<file path="config.mk">
export PLATFORM = sky130hd
export DESIGN_NAME = multicycle_ctrl
export DESIGN_NICKNAME = d
export VERILOG_FILES = /design/src/rtl/riscv_pkg.sv /design/src/rtl/alu_decoder.sv /design/src/rtl/multicycle_ctrl.sv
export SDC_FILE = /design/constraint.sdc
export NUM_CORES = 1
export LEC_CHECK = 0
export CORE_ASPECT_RATIO = 1.1
export CORE_MARGIN = 2
export CORE_UTILIZATION = 26
export DETAILED_ROUTE_END_ITERATION = 8
export GPL_TIMING_DRIVEN = 0
export HOLD_SLACK_MARGIN = 0.03
export PLACE_DENSITY = 0.52
export SYNTH_ARGS = -nofsm -noshare
export SYNTH_HDL_FRONTEND = slang
export SYNTH_HIERARCHICAL = 1
export SYNTH_SLANG_ARGS = --single-unit
</file>
<file path="constraint.sdc">
create_clock -name clk -period 1.95 [get_ports clk]
set_input_delay 0.39 -clock clk [delete_from_list [all_inputs] [get_ports clk]]
set_output_delay 0.39 -clock clk [all_outputs]
set_load 0.01 [all_outputs]
</file>
<file path="src/rtl/riscv_pkg.sv">
// -----------------------------------------------------------------------------
// riscv_pkg
// Shared encodings for the multi-cycle RV32I control path: sequencer state
// codes, ALU operation codes, opcodes, immediate-format codes and the datapath
// select encodings. Also provides imm_src_of(), the opcode -> immediate format
// map used by the sequencer.
// -----------------------------------------------------------------------------
package riscv_pkg;

    // Sequencer states (plain constants so older tools and checkers can bind
    // to the numeric codes directly).
    typedef logic [3:0] state_t;
    localparam state_t S_FETCH  = 4'd0;
    localparam state_t S_DECODE = 4'd1;
    localparam state_t S_MEMADR = 4'd2;
    localparam state_t S_MEMRD  = 4'd3;
    localparam state_t S_MEMWB  = 4'd4;
    localparam state_t S_MEMWR  = 4'd5;
    localparam state_t S_EXECR  = 4'd6;
    localparam state_t S_EXECI  = 4'd7;
    localparam state_t S_ALUWB  = 4'd8;
    localparam state_t S_BRANCH = 4'd9;
    localparam state_t S_JAL    = 4'd10;
    localparam state_t S_JALR   = 4'd11;
    localparam state_t S_JALRWB = 4'd12;
    localparam state_t S_TRAP   = 4'd13;

    // ALU operation codes
    typedef logic [3:0] alu_ctrl_t;
    localparam alu_ctrl_t ALU_ADD   = 4'b0000;
    localparam alu_ctrl_t ALU_SUB   = 4'b0001;
    localparam alu_ctrl_t ALU_AND   = 4'b0010;
    localparam alu_ctrl_t ALU_OR    = 4'b0011;
    localparam alu_ctrl_t ALU_XOR   = 4'b0100;
    localparam alu_ctrl_t ALU_SLL   = 4'b0101;
    localparam alu_ctrl_t ALU_SRL   = 4'b0110;
    localparam alu_ctrl_t ALU_SRA   = 4'b0111;
    localparam alu_ctrl_t ALU_SLT   = 4'b1000;
    localparam alu_ctrl_t ALU_SLTU  = 4'b1001;
    localparam alu_ctrl_t ALU_PASSB = 4'b1010;

    // Supported opcodes
    typedef logic [6:0] opcode_t;
    localparam opcode_t OP_LOAD   = 7'b0000011;
    localparam opcode_t OP_STORE  = 7'b0100011;
    localparam opcode_t OP_R      = 7'b0110011;
    localparam opcode_t OP_I      = 7'b0010011;
    localparam opcode_t OP_LUI    = 7'b0110111;
    localparam opcode_t OP_BRANCH = 7'b1100011;
    localparam opcode_t OP_JAL    = 7'b1101111;
    localparam opcode_t OP_JALR   = 7'b1100111;

    // Immediate formats
    localparam logic [2:0] IMM_I = 3'b000;
    localparam logic [2:0] IMM_S = 3'b001;
    localparam logic [2:0] IMM_B = 3'b010;
    localparam logic [2:0] IMM_U = 3'b011;
    localparam logic [2:0] IMM_J = 3'b100;

    // Result mux
    localparam logic [1:0] RES_ALUOUT    = 2'b00;
    localparam logic [1:0] RES_DATA      = 2'b01;
    localparam logic [1:0] RES_ALURESULT = 2'b10;

    // ALU operand A mux
    localparam logic [1:0] SRCA_PC    = 2'b00;
    localparam logic [1:0] SRCA_OLDPC = 2'b01;
    localparam logic [1:0] SRCA_RD1   = 2'b10;

    // ALU operand B mux
    localparam logic [1:0] SRCB_RD2  = 2'b00;
    localparam logic [1:0] SRCB_IMM  = 2'b01;
    localparam logic [1:0] SRCB_FOUR = 2'b10;

    // Branch funct3 values the datapath can evaluate from zero/negative
    localparam logic [2:0] F3_BEQ = 3'b000;
    localparam logic [2:0] F3_BNE = 3'b001;
    localparam logic [2:0] F3_BLT = 3'b100;
    localparam logic [2:0] F3_BGE = 3'b101;

    function automatic logic [2:0] imm_src_of(input opcode_t op);
        logic [2:0] imm;
        case (op)
            OP_STORE:  imm = IMM_S;
            OP_BRANCH: imm = IMM_B;
            OP_LUI:    imm = IMM_U;
            OP_JAL:    imm = IMM_J;
            default:   imm = IMM_I;
        endcase
        return imm;
    endfunction

endpackage

</file>
<file path="src/rtl/alu_decoder.sv">
// -----------------------------------------------------------------------------
// alu_decoder
// Combinational ALU operation decode for the execute states.
// Ports:
//   op_i        opcode (only R-type vs others and LUI matter)
//   funct3_i    instr[14:12]
//   funct7b5_i  instr[30]
//   alu_ctrl_o  ALU operation code
// -----------------------------------------------------------------------------
module alu_decoder
    import riscv_pkg::*;
(
    input  logic [6:0] op_i,
    input  logic [2:0] funct3_i,
    input  logic       funct7b5_i,
    output logic [3:0] alu_ctrl_o
);

    always_comb begin
        alu_ctrl_o = ALU_ADD;
        if (op_i == OP_LUI) begin
            alu_ctrl_o = ALU_PASSB;
        end else begin
            case (funct3_i)
                // bit30 on an I-type is part of the immediate, so only
                // R-type may select SUB.
                3'b000:  alu_ctrl_o = (op_i == OP_R && funct7b5_i) ? ALU_SUB : ALU_ADD;
                3'b001:  alu_ctrl_o = ALU_SLL;
                3'b010:  alu_ctrl_o = ALU_SLT;
                3'b011:  alu_ctrl_o = ALU_SLTU;
                3'b100:  alu_ctrl_o = ALU_XOR;
                3'b101:  alu_ctrl_o = funct7b5_i ? ALU_SRA : ALU_SRL;
                3'b110:  alu_ctrl_o = ALU_OR;
                default: alu_ctrl_o = ALU_AND;
            endcase
        end
    end

endmodule

</file>
<file path="src/rtl/multicycle_ctrl.sv">
// -----------------------------------------------------------------------------
// multicycle_ctrl
// Multi-cycle sequencer for the RV32I datapath (register file, sign extender,
// shared ALU, unified instruction/data memory). Each instruction walks
// 3-5 states plus memory wait states; unsupported encodings park in TRAP.
// Ports:
//   clk, rst          clock, asynchronous active-low reset
//   op/funct3/funct7b5 instruction fields from the instruction register
//   zero, negative    ALU flags used by branches
//   mem_ready         memory completion handshake
//   PCWrite..ImmSrc   datapath enables, selects and ALU operation
//   retire            one-cycle pulse in each instruction's final state
//   trap              high while in TRAP (held until reset)
//   state_dbg_o       current sequencer state
//
// Memory handshake: the sequencer presents an access (address select and,
// for stores, MemWrite) for as long as it sits in FETCH, MEMRD or MEMWR.
// The access completes in the cycle mem_ready is high; that cycle's strobes
// stay asserted and the state advances on the following rising edge.
// -----------------------------------------------------------------------------
module multicycle_ctrl
    import riscv_pkg::*;
(
    input  logic       clk,
    input  logic       rst,
    input  logic [6:0] op,
    input  logic [2:0] funct3,
    input  logic       funct7b5,
    input  logic       zero,
    input  logic       negative,
    input  logic       mem_ready,
    output logic       PCWrite,
    output logic       AdrSrc,
    output logic       IRWrite,
    output logic       MemWrite,
    output logic       RegWrite,
    output logic [1:0] ResultSrc,
    output logic [1:0] ALUSrcA,
    output logic [1:0] ALUSrcB,
    output logic [3:0] ALUControl,
    output logic [2:0] ImmSrc,
    output logic       retire,
    output logic       trap,
    output logic [3:0] state_dbg_o
);

    state_t    state_q, state_d;
    alu_ctrl_t exec_alu;
    logic      branch_ok;
    logic      branch_taken;

    alu_decoder u_alu_decoder (
        .op_i       (op),
        .funct3_i   (funct3),
        .funct7b5_i (funct7b5),
        .alu_ctrl_o (exec_alu)
    );

    // Only conditions expressible from zero/negative are supported; the
    // unsigned compares (and the reserved encodings) trap.
    always_comb begin
        branch_ok    = 1'b1;
        branch_taken = 1'b0;
        case (funct3)
            F3_BEQ:  branch_taken = zero;
            F3_BNE:  branch_taken = !zero;
            F3_BLT:  branch_taken = negative;
            F3_BGE:  branch_taken = !negative;
            default: branch_ok    = 1'b0;
        endcase
    end

    always_ff @(posedge clk or negedge rst) begin
        if (!rst) begin
            state_q <= S_FETCH;
        end else begin
            state_q <= state_d;
        end
    end

    always_comb begin
        state_d = state_q;
        case (state_q)
            S_FETCH:  state_d = mem_ready ? S_DECODE : S_FETCH;
            S_DECODE: begin
                case (op)
                    OP_LOAD, OP_STORE: state_d = S_MEMADR;
                    OP_R:              state_d = S_EXECR;
                    OP_I, OP_LUI:      state_d = S_EXECI;
                    OP_BRANCH:         state_d = S_BRANCH;
                    OP_JAL:            state_d = S_JAL;
                    OP_JALR:           state_d = S_JALR;
                    default:           state_d = S_TRAP;
                endcase
            end
            S_MEMADR: state_d = (op == OP_LOAD) ? S_MEMRD : S_MEMWR;
            S_MEMRD:  state_d = mem_ready ? S_MEMWB : S_MEMRD;
            S_MEMWB:  state_d = S_FETCH;
            S_MEMWR:  state_d = mem_ready ? S_FETCH : S_MEMWR;
            S_EXECR:  state_d = S_ALUWB;
            S_EXECI:  state_d = S_ALUWB;
            S_ALUWB:  state_d = S_FETCH;
            S_BRANCH: state_d = branch_ok ? S_FETCH : S_TRAP;
            S_JAL:    state_d = S_ALUWB;
            S_JALR:   state_d = S_JALRWB;
            S_JALRWB: state_d = S_FETCH;
            S_TRAP:   state_d = S_TRAP;
            default:  state_d = S_FETCH;
        endcase
    end

    // Moore decode of state. While rst is low every output is forced to its
    // idle value so no strobe can be seen high around the reset edge, even
    // in the same delta as the asynchronous state change.
    always_comb begin
        PCWrite    = 1'b0;
        AdrSrc     = 1'b0;
        IRWrite    = 1'b0;
        MemWrite   = 1'b0;
        RegWrite   = 1'b0;
        ResultSrc  = RES_ALUOUT;
        ALUSrcA    = SRCA_PC;
        ALUSrcB    = SRCB_RD2;
        ALUControl = ALU_ADD;
        ImmSrc     = IMM_I;
        retire     = 1'b0;
        trap       = 1'b0;
        if (rst) begin
            case (state_q)
                S_FETCH: begin
                    ALUSrcB   = SRCB_FOUR;
                    ResultSrc = RES_ALURESULT;
                    IRWrite   = mem_ready;
                    PCWrite   = mem_ready;
                end
                S_DECODE: begin
                    // ALUOut captures OldPC+imm: the branch/jal target.
                    ALUSrcA = SRCA_OLDPC;
                    ALUSrcB = SRCB_IMM;
                    ImmSrc  = imm_src_of(op);
                end
                S_MEMADR: begin
                    ALUSrcA = SRCA_RD1;
                    ALUSrcB = SRCB_IMM;
                    ImmSrc  = imm_src_of(op);
                end
                S_MEMRD: begin
                    AdrSrc = 1'b1;
                end
                S_MEMWB: begin
                    ResultSrc = RES_DATA;
                    RegWrite  = 1'b1;
                    retire    = 1'b1;
                end
                S_MEMWR: begin
                    AdrSrc   = 1'b1;
                    MemWrite = 1'b1;
                    retire   = mem_ready;
                end
                S_EXECR: begin
                    ALUSrcA    = SRCA_RD1;
                    ALUSrcB    = SRCB_RD2;
                    ALUControl = exec_alu;
                end
                S_EXECI: begin
                    ALUSrcA    = SRCA_RD1;
                    ALUSrcB    = SRCB_IMM;
                    ALUControl = exec_alu;
                    ImmSrc     = imm_src_of(op);
                end
                S_ALUWB: begin
                    RegWrite = 1'b1;
                    retire   = 1'b1;
                end
                S_BRANCH: begin
                    ALUSrcA    = SRCA_RD1;
                    ALUSrcB    = SRCB_RD2;
                    ALUControl = ALU_SUB;
                    PCWrite    = branch_ok && branch_taken;
                    retire     = branch_ok;
                end
                S_JAL: begin
                    // PC <- target held in ALUOut; ALU forms the link OldPC+4.
                    ALUSrcA = SRCA_OLDPC;
                    ALUSrcB = SRCB_FOUR;
                    PCWrite = 1'b1;
                end
                S_JALR: begin
                    // PC is loaded from rs1+imm before rd is written, which
                    // keeps rd == rs1 safe.
                    ALUSrcA   = SRCA_RD1;
                    ALUSrcB   = SRCB_IMM;
                    ResultSrc = RES_ALURESULT;
                    PCWrite   = 1'b1;
                end
                S_JALRWB: begin
                    ALUSrcA   = SRCA_OLDPC;
                    ALUSrcB   = SRCB_FOUR;
                    ResultSrc = RES_ALURESULT;
                    RegWrite  = 1'b1;
                    retire    = 1'b1;
                end
                S_TRAP: begin
                    trap = 1'b1;
                end
                default: begin
                end
            endcase
        end
    end

    assign state_dbg_o = state_q;

endmodule
</file>
* Word level (Yosys, flattened, before mapping) *
Index checks and enable logic that the tools add are counted.

cells by class
  muxes and demuxes = 38
  equality and inequality tests = 27
  reductions and logical operators = 20

operators by type and width
  operator                                                         count
  4-bit case mux with 9 select lines                               1
  4-bit case mux with 7 select lines                               1
  4-bit == test, second input constant                             6
  4-bit case mux with 6 select lines                               1
  7-bit by 6-bit == test with 1-bit output, second input constant  3
  7-bit == test, second input constant                             3
  3-bit OR reduction                                               6
  4-bit by 3-bit == test with 1-bit output, second input constant  4
  1-bit two-way mux                                                16
  3-bit two-way mux                                                5
  4-bit two-way mux                                                3
  2-bit case mux with 2 select lines                               3
  3-bit case mux with 4 select lines                               1
  2-bit OR reduction                                               5
  3-bit == test, second input constant                             3
  4-bit by 2-bit == test with 1-bit output, second input constant  2
  4-bit case mux with 2 select lines                               1
  4-bit OR reduction                                               2
  7-bit by 2-bit == test with 1-bit output, second input constant  1
  7-bit by 5-bit == test with 1-bit output, second input constant  1
  3-bit by 2-bit == test with 1-bit output, second input constant  2
  2-bit two-way mux                                                3
  1-bit case mux with 3 select lines                               2
  5-bit OR reduction                                               1
  7 further kinds                                                  9

storage, ports and cells
  register bits after elaboration = 4
  input port bits = 16
  logic and storage cells = 86
  output and inout bits = 24

* Longest topological paths before layout *
Gate-level depths: netlist (run 1).

  depth in word-level cells = 7
  gate-level depth with buffers = 6
  mapped depth without buffers = 5

* Cells and area by module *
Netlist (run 1), hierarchy kept.

modules (own cells, without submodules)
  module           instances  seq. area each (µm²)  cells an instance  area an instance (µm²)
  multicycle_ctrl  1          100.1                 108                759.5
  alu_decoder      1          0.0                   14                 105.1

* Worst setup path after synthesis (run 1) *
OpenSTA, ideal clock, no wires.

  kind = register to output
  start = register state_q[2] (netlist: state_dbg_o[2])
  end = output ImmSrc[1]
  path slack = 133 ps
  cell stages (with the launch flop) = 6
  path buffers = 1
  data arrival time = 1427 ps
  required time = 1560 ps
  cells stage by stage = dfrtp_1 > clkbuf_2 > nand2b_1 > mux2i_1 > nand3_1 > nor4_1

between the ends
  longest elaborated chain between the ends = 4

ends and longest elaborated chain
  element                                                                 RTL line                RTL
  start: declaration                                                      multicycle_ctrl.sv:47   state_t state_q, state_d;
  start signal: assignment                                                multicycle_ctrl.sv:77   state_q <= state_d;
  4-bit by 1-bit == test with 1-bit output, or another cell as far along  multicycle_ctrl.sv:129  case (state_q)
  3-bit OR reduction (no source line) *                                   --
  3-bit two-way mux *                                                     --
  3-bit two-way mux *                                                     multicycle_ctrl.sv:128  if (rst) begin
  end: declaration                                                        multicycle_ctrl.sv:41   output logic [2:0] ImmSrc,

Mark *: on every way between the ends. The rest lies on a longest branch, timed or not.

* Worst setup path in the final report (run 1) *
  start = register state_q[0] (netlist: state_dbg_o[0])
  end = output ImmSrc[0]

Same word-level chain as after synthesis.

==> results by group, run 1 <==
Cells and area
  • Most common cell after layout, fill and taps aside: buf_4
  • Area growth syn-to-layout: 77.28%
  • Register area: 101.3 um2
  • Largest register FFs: 4
  • Multi-input gate area: 813.3 um2
  • Antenna diodes: 0
  • Commonest non-fill, non-tap cells in the layout: 17 x buf_4, 12 x buf_2, 11 x nand2_1
  • Fraction of layout cells with a size suffix above 1: 44.51%
  • # nets final: 200
  • Fillers: 327

Yosys
  • Net Count, Synth: 138
  • Syn_area_per_cell: 7.087 um2
  • Flops & latches, synth: 4
  • Async SR Flop Fraction: 100.0%
  • Yosys warning count: 6
  • Most area-hungry cell type in the Yosys netlist: dfrtp_1
  • Yosys cell types: 46
  • Ys flop type: dfrtp_1
  • Number of flops mapped to enable cells by yosys: 0
  • Synth top area share: 11.58%
  • Largest cells by area after synthesis: dfrtp_1 12%, mux2i_1 6.9%, nand2_1 5.6%, a21oi_1 5.2%, nor3_1 5.2%
  • Post-synthesis sequential area ratio: 11.58%
  • Mapped Cells: 122
  • Cell Area, Synth: 864.6 um2

Clocking
  • Clock buffer count from CTS: 3
  • Clk buf depth: 2
  • Clk slew on worst S/H paths: 40 ps
  • Hold buffer count at CTS: 0
  • Htree depth: 1
  • Clock Root Buffer: clkbuf_4
  • Worst skew pair latency: 240 ps
  • # clock sinks: 4
  • CTS tree: built

Drt
  • Via Count: 1144
  • Post-Route WL: 3.228 mm
  • Initial DRC count: 38
  • Met1 Wirelength: 1.379 mm
  • DR pass1 iterations: 6
  • Via density: 5.296
  • Post-DRT Antenna Nets: 0
  • Routed wl met3: 149 um
  • # DRC: 3
  • Post-DR wirelength/cell: 14.94 um
  • Length of routed met2 wiring: 1.683 mm
  • Max layer used: met4

STA
  • Max Slew Vio Count: 0
  • Final Setup Violations: 5
  • WHS: 83.04 ps
  • RSZ-0062 raised after global routing: true
  • Fmax: 476.8 MHz
  • Tightest Pin Transition: 267.3 ps
  • Slew headroom: 82.12%
  • Final worst-path cycle share: 107.5%
  • Post-Route Skew: 0.2982 ps
  • Final hold viol count: 0
  • Final min period: 2097 ps
  • Final worst slack: -147.2 ps

Global routing
  • Remaining Overflow, GRT: 0
  • Number of global-route vias before repair: 1120
  • Largest net degree at the start of global routing: 12
  • Global-route wire length before repair: 5.071 mm
  • Total track usage: 16.52%
  • Initial antenna violation count: 0

Critical path
  • CP Capture Type: output pin
  • Setup CP Type: reg2out
  • Critical path arrival: 1710 ps
  • Worst r2r path cells: 8
  • Critical-path cell list: buf_6 -> xor2_1 -> mux2i_1 -> nand3_1 -> buf_4 -> nor3_2 -> buf_2
  • Crit-path max cell delay: 380 ps
  • Reg2reg start: state_dbg_o[2]
  • Reg2reg end: state_dbg_o[2]
  • CP bufs+invs: 3
  • Largest delay share family, worst path: buffers and inverters
  • Critical Path RT: 1560 ps
  • Worst Setup Start Kind: flip-flop
  • Crit path max-delay cell type: dfrtp_1
  • Crit-path max FO: 5
  • Internal reg-to-reg setup slack: 270 ps

Placed design
  • DP Wirelength: 2.211 mm
  • Pre-CTS setup slack: -1063 ps
  • IO buf count: 39
  • GP Congestion: 0.8305

Power
  • Peak supply drop: 0.4086 mV
  • Pwr Density: 1040 nW/um2
  • Leak: 0.7283 nW
  • Overall power: 1.594 mW

Job
  • Max-cap violations: 0

Status
  • Outcome: finished with violations
  • Failing checks: DRC, setup timing

Floorplanning
  • FP Rows: 21
  • Core ar.: 3100 um2
  • Initial Utilization: 27.89%
  • Chip height: 64.48 um
  • IO Count: 40
  • Die X: 58.98 um
  • Die area: 3803 um2

Hold path
  • Hold Path Class: in2async
==> kinds of logic (layout without fill, tap and decap cells) <==
family / Yosys count / after routing / share of synthesized area, %
buf+inv: 13 / 73 / 8.537
flops: 4 / 4 / 11.58
simple gates: 64 / 64 / 45.30
mux: 6 / 6 / 6.947
xor+xnor: 4 / 4 / 4.053
compound gates: 31 / 31 / 23.59
==> layer usage <==
metal  GRT usage (%)  vias up
met4           3.409        0
met3           2.196        2
li1                -      574
met1           21.29      534
met2           28.89       34
met5               0        -
==> cells in the mapped netlist (2+ instances only) <==
cell type / number
a21oi_1: 9
and2_1: 2
and3_1: 4
and4b_1: 2
buf_6: 3
clkbuf_1: 2
dfrtp_1: 4
inv_1: 5
mux2i_1: 6
nand2_1: 13
nand2b_1: 2
nand3_1: 3
nand4b_1: 2
nor2_1: 11
nor2b_1: 4
nor3_1: 9
nor4_1: 2
o21ai_0: 8
o32ai_1: 2
xor2_1: 3
==> how the worst max path moves through the flow <==
stage                         from       endpoint  slack (ps)  depth (start not counted)
floorplan           state_dbg_o[2]      ImmSrc[1]         130                          5
global placement             op[5]  ALUControl[0]       -1020                          7
detailed placement           op[5]  ALUControl[0]       -1060                          7
CTS                       funct7b5  ALUControl[0]        -190                          7
global route        state_dbg_o[0]      ImmSrc[0]        -260                          7
finish              state_dbg_o[0]      ImmSrc[0]        -150                          7
==> worst reg2reg max path: cells and delay by family, from the launching register on <==
family,cells,cell delay [ps]
AND/OR/NAND/NOR,4,690
buffers and inverters,4,500
flip-flops,1,360
==> metrics by stage <==
stage	util, %	instances	setup TNS (ps)	instance area [um2]
floorplan	-	122	0	864.6
global placement	41.85	195	-14430	1297
detailed placement	41.85	195	-14410	1297
CTS	47.18	211	-394.2	1463
global route	49.44	216	-1160	1533
finish	49.44	216	-455.8	1533
==> final cells by class <==
cell class | count | area share [%]
tap | 34 | 2.776
timing repair buffer | 58 | 29.55
clock buffer | 3 | 1.469
inverter | 6 | 1.551
sequential | 4 | 6.612
multi-input combinational | 105 | 53.06
buffer | 6 | 4.980
==> timing repair <==
| item | 4_1_cts | 5_1_grt |
|---|---|---|
| pin swaps | 9 | 13 |
| setup buffers | 13 | 6 |
| resized for setup | 107 | 50 |
| endpoints found under the setup margin | 21 | 16 |
==> power by group <==
part / internal [mW] / switching, mW / total, mW
sequential: 0.115 / 0.0248 / 0.139
clock: 0.0689 / 0.0352 / 0.104
combinational: 0.711 / 0.639 / 1.35
Power figures use the tool's default switching activity.
==> inputs of run 2 (changes only) <==
--- a/config.mk
+++ b/config.mk
@@ -5,12 +5,14 @@
 export SDC_FILE = /design/constraint.sdc
 export NUM_CORES = 1
 export LEC_CHECK = 0
+export CAP_MARGIN = 10
 export CORE_ASPECT_RATIO = 1.1
 export CORE_MARGIN = 2
 export CORE_UTILIZATION = 26
+export CTS_CLUSTER_SIZE = 40
 export DETAILED_ROUTE_END_ITERATION = 8
 export GPL_TIMING_DRIVEN = 0
-export HOLD_SLACK_MARGIN = 0.03
+export HOLD_SLACK_MARGIN = 0.05
 export PLACE_DENSITY = 0.52
 export SYNTH_ARGS = -nofsm -noshare
 export SYNTH_HDL_FRONTEND = slang
==> results of run 2 <==
No change in the layout: final DEF, timing and power equal those of run 1.
